==> src/rtl/layer1_maxpool_reader.sv <==
// Reads the 64x64 layer-0 map back, applies a 2x2 stride-2 signed max-pool,
// and writes the resulting 32x32 map to layer-1 memory, one pixel per 5 cycles.
module layer1_maxpool_reader #(
  parameter int DW         = 20,
  parameter int IMG_W_LOG2 = 6,
  parameter int AW_IN      = 2*IMG_W_LOG2,
  parameter int AW_OUT     = 2*(IMG_W_LOG2-1)
) (
  input  logic              clk,
  input  logic              reset,
  input  logic              start,
  output logic              crd,
  output logic [AW_IN-1:0]  caddr_rd,
  input  logic [DW-1:0]     cdata_rd,
  output logic              cwr1,
  output logic [AW_OUT-1:0] caddr_wr1,
  output logic [DW-1:0]     cdata_wr1,
  output logic              busy,
  output logic              done
);
  localparam int CW = IMG_W_LOG2-1;

  typedef enum logic [2:0] {S_IDLE, S_RD0, S_RD1, S_RD2, S_RD3, S_WR, S_FIN} state_t;

  state_t               state, nstate;
  logic [CW-1:0]        px, py;
  logic signed [DW-1:0] max_reg;
  logic signed [DW-1:0] sel_max;
  logic                 dy, dx;

  assign sel_max  = ($signed(cdata_rd) > max_reg) ? $signed(cdata_rd) : max_reg;
  assign caddr_rd = {py, dy, px, dx};

  always_comb begin
    nstate = state;
    crd    = 1'b0;
    dy     = 1'b0;
    dx     = 1'b0;
    case (state)
      S_IDLE: if (start) nstate = S_RD0;
      S_RD0: begin crd = 1'b1; nstate = S_RD1; end
      S_RD1: begin crd = 1'b1; dx = 1'b1; nstate = S_RD2; end
      S_RD2: begin crd = 1'b1; dy = 1'b1; nstate = S_RD3; end
      S_RD3: begin crd = 1'b1; dy = 1'b1; dx = 1'b1; nstate = S_WR; end
      S_WR:  nstate = (&{py, px}) ? S_FIN : S_RD0;
      S_FIN: nstate = S_IDLE;
      default: nstate = S_IDLE;
    endcase
  end

  always_ff @(posedge clk or posedge reset) begin
    if (reset) begin
      state     <= S_IDLE;
      px        <= '0;
      py        <= '0;
      max_reg   <= '0;
      cwr1      <= 1'b0;
      caddr_wr1 <= '0;
      cdata_wr1 <= '0;
      busy      <= 1'b0;
      done      <= 1'b0;
    end else begin
      state <= nstate;
      // Write strobe lasts exactly the one cycle following WR.
      cwr1  <= (state == S_WR);
      case (state)
        S_IDLE: if (start) begin
          px   <= '0;
          py   <= '0;
          done <= 1'b0;
          busy <= 1'b1;
        end
        S_RD1: max_reg <= $signed(cdata_rd);
        S_RD2, S_RD3: max_reg <= sel_max;
        S_WR: begin
          cdata_wr1 <= sel_max;
          caddr_wr1 <= {py, px};
          px        <= px + 1'b1;
          if (&px) py <= py + 1'b1;
        end
        S_FIN: begin
          busy <= 1'b0;
          done <= 1'b1;
        end
        default: ;
      endcase
    end
  end
endmodule
==> config.mk <==
export PLATFORM = sky130hd
export DESIGN_NAME = layer1_maxpool_reader
export DESIGN_NICKNAME = d
export VERILOG_FILES = /design/src/rtl/layer1_maxpool_reader.sv
export SDC_FILE = /design/constraint.sdc
export NUM_CORES = 1
export LEC_CHECK = 0
export CORE_MARGIN = 1.5
export CORE_UTILIZATION = 58
export CTS_BUF_LIST = sky130_fd_sc_hd__clkbuf_4 sky130_fd_sc_hd__clkbuf_8
export DETAILED_ROUTE_END_ITERATION = 10
export PLACE_DENSITY = 0.87
export REMOVE_ABC_BUFFERS = 1
export SLEW_MARGIN = 5
export SYNTH_ARGS = -nofsm -noshare
export SYNTH_HDL_FRONTEND = slang
export SYNTH_SLANG_ARGS = --single-unit
==> constraint.sdc <==
create_clock -name clk -period 5.9 [get_ports clk]
set_clock_uncertainty 0.1 [all_clocks]
set_input_delay 1.18 -clock clk [delete_from_list [all_inputs] [get_ports clk]]
set_output_delay 1.18 -clock clk [all_outputs]
set_load 0.02 [all_outputs]
==> run metrics <==
max-slew violations 0; worst vdd ir 0.5650 mV; Max Clock Freq 0.2526 GHz; Final setup viols 0; part of the cycle the worst path needs 0.6711; critical path class input port to register; Post-Synth Simple-Gate Area 0.1306; CTS Buf Count 9; Total GRT Usage 0.2456; Seq cells post-synth 66; main combinational cell family by area after synthesis multiplexers; WL final 7.387 mm; cell area after layout 0.004365 mm2; Synth top area share 0.4748; Area Overhead vs Synth 25.50%; ANT cells 0; outcome completed; initial antenna violation count 0; dpl ws 1.586 ns; Pwr per Cell Area 540.9 mW/mm2; Worst Path Arrival 4.04 ns; post-cts sizing count 0; Slew @ Worst Pin 1.051 ns; post-synth top area cell dfrtp_1; site row count 28; synth warn 0; compound-cell area share of the yosys netlist 0.09532; cts hold-fix bufs 0; Synth Area in XOR/XNOR 0.01511; post-CTS setup buffer count 0; net count reported at finish 450; Hold Crit Class register to register; final worst slack 1.941 ns; num ports 69; Distinct cells, synth 36; Setup TNS 0 ns; adder-cell share of the synthesized area 0.08273; min cycle time layout 3.959 ns; final core occ 0.7462; Placer Congestion 0.8219; clock latency on the worst-skew pair 0.35 ns; antenna-violating nets left 0; grt ovf 0; largest net degree at the start of global routing 67; Final Hold Fails 0; die area 0.006471 mm2; Startpoint Class input port; number of port buffers 68; MaxCap Viol Count 0; number of global-route vias before repair 2619; Die Span X 80.44 um; share of cells above drive strength 1 0.1174; hpwl dp 5.050 mm; CTS clk-pin slew, worst paths 0.08 ns; maximum fanout along the worst path 20; cell count after synthesis 339; Slew headroom 0.2840; top post-synthesis cells by area dfrtp_1, mux2_4, ha_1; Initial DRT Pass Iterations 4; unrepaired setup endpoints after global routing false; vias per cell 5.514; first-pass GRT wire length 12.01 mm; Avg Cell Area, Syn 10.26 um2; CP endpoint kind register; Core Box Area 0.005851 mm2; H-tree Lvls 3; register area share after synthesis 0.4748; WP data required 5.98 ns; multiplexer share of the synthesized area 0.1468; Clock Tree Root clkbuf_8; Die Ht 80.44 um; Vias 2669; Lkg Pwr 2.090 nW; Netlist Area Pre-Place 0.003478 mm2; CTS tree done; DRC 0; CTS sink cnt 66; clk buf depth 2; DP Area 0.004188 mm2; Initial DRC Count 124; Routed wire per std cell 15.26 um; Starting Density 0.5945
[through the flow]
step | hold WS (ns) | instances | power, mW
floorplan | 0.4038 | 323 | 1.607
detailed placement | 0.3616 | 468 | 2.022
CTS | 0.3824 | 484 | 2.374
global route | 0.4020 | 484 | 2.516
finish | 0.3778 | 484 | 2.361
global placement | 0.3589 | 468 | 1.964
[report_power, final]
part           switching [mW]  total (mW)  internal [mW]
Combinational           0.623        1.25          0.625
Clock                   0.189       0.343          0.155
Sequential              0.139       0.769          0.631
[worst max-delay path, stage by stage]
cell and delay (ns):
clkdlybuf4s50_1 0.44, ha_1 0.42, and4_1 0.26, and4_1 0.23, o21ai_2 0.07, o2111ai_2 0.13, mux2i_4 0.93, mux2i_1 0.28
a21oi_1 0.09
[cell usage in the layout (no fill, tap or decap), types with 2 or more instances in the layout]
master | Yosys | final
and3_1 | 2 | 2
nand2b_1 | 2 | 2
xor2_1 | 3 | 3
o21ai_2 | 2 | 2
a21o_1 | 2 | 2
mux2i_1 | 21 | 20
ha_1 | 23 | 23
dfrtp_1 | 66 | 66
a21oi_1 | 32 | 32
inv_2 | 2 | 3
and4_1 | 5 | 5
o21ai_1 | 10 | 10
nor2_1 | 32 | 32
buf_4 | 4 | 2
nand3_1 | 7 | 7
inv_6 | 0 | 2
clkbuf_8 | 0 | 9
clkdlybuf4s50_1 | 0 | 68
inv_1 | 24 | 23
xnor2_1 | 3 | 3
mux2_4 | 20 | 20
clkinvlp_4 | 0 | 3
nand2_1 | 54 | 54
[Yosys cell counts, drive strengths merged]
cell type and n:
dfrtp 66, nand2 54, a21oi 33, nor2 32, inv 26, ha 23
mux2i 21, mux2 20, o21ai 13, buf 10, nand3 7, clkbuf 6
and4 5, xnor2 3, xor2 3, a21o 2, a221oi 2, and3 2
nand2b 2, a22oi 1, a32o 1, and2 1, o2111ai 1, o211ai 1
o22ai 1, or2 1, or3 1, or3b 1
[logic make-up after synthesis]
| kind of cell | after synthesis |
|---|---|
| multiplexers | 41 |
| AND/OR/NAND/NOR | 106 |
| XOR/XNOR | 6 |
| AO/OA/AOI/OAI | 55 |
| flip-flops | 66 |
| adder cells (fa/ha/maj) | 23 |
| buffers and inverters | 42 |
[layer usage]
layer	track usage	share of wire	vias up
li1	-	-	1278
met1	0.3041	0.43	1302
met2	0.4101	0.50	75
met3	0.05000	0.047	14
met4	0.1155	0.023	0
met5	0	0	-
[worst paths after layout]
path | to | startpoint | slack [ns] | cells past startpoint
min reg2reg | caddr_wr1[5] | caddr_wr1[5] | 0.38 | 2
max reg2reg | cdata_wr1[4] | max_reg[19] | 2.82 | 9
min in group asynchronous | caddr_wr1[3] | reset | 1.29 | 3
min | caddr_wr1[5] | caddr_wr1[5] | 0.38 | 2
max | cdata_wr1[4] | cdata_rd[19] | 1.94 | 9
max in group asynchronous | state[2] | reset | 3.86 | 3
[layout make-up]
class / count / area [um2]
clock buffer: 9 / 123.9
timing repair buffer: 70 / 695.7
fill: 371 / 1485
sequential: 66 / 1652
clock inverter: 7 / 53.80
multi-input combinational: 231 / 1649
inverter: 26 / 97.59
tap: 75 / 93.84
No activity file was read; power rests on OpenSTA's default activity.
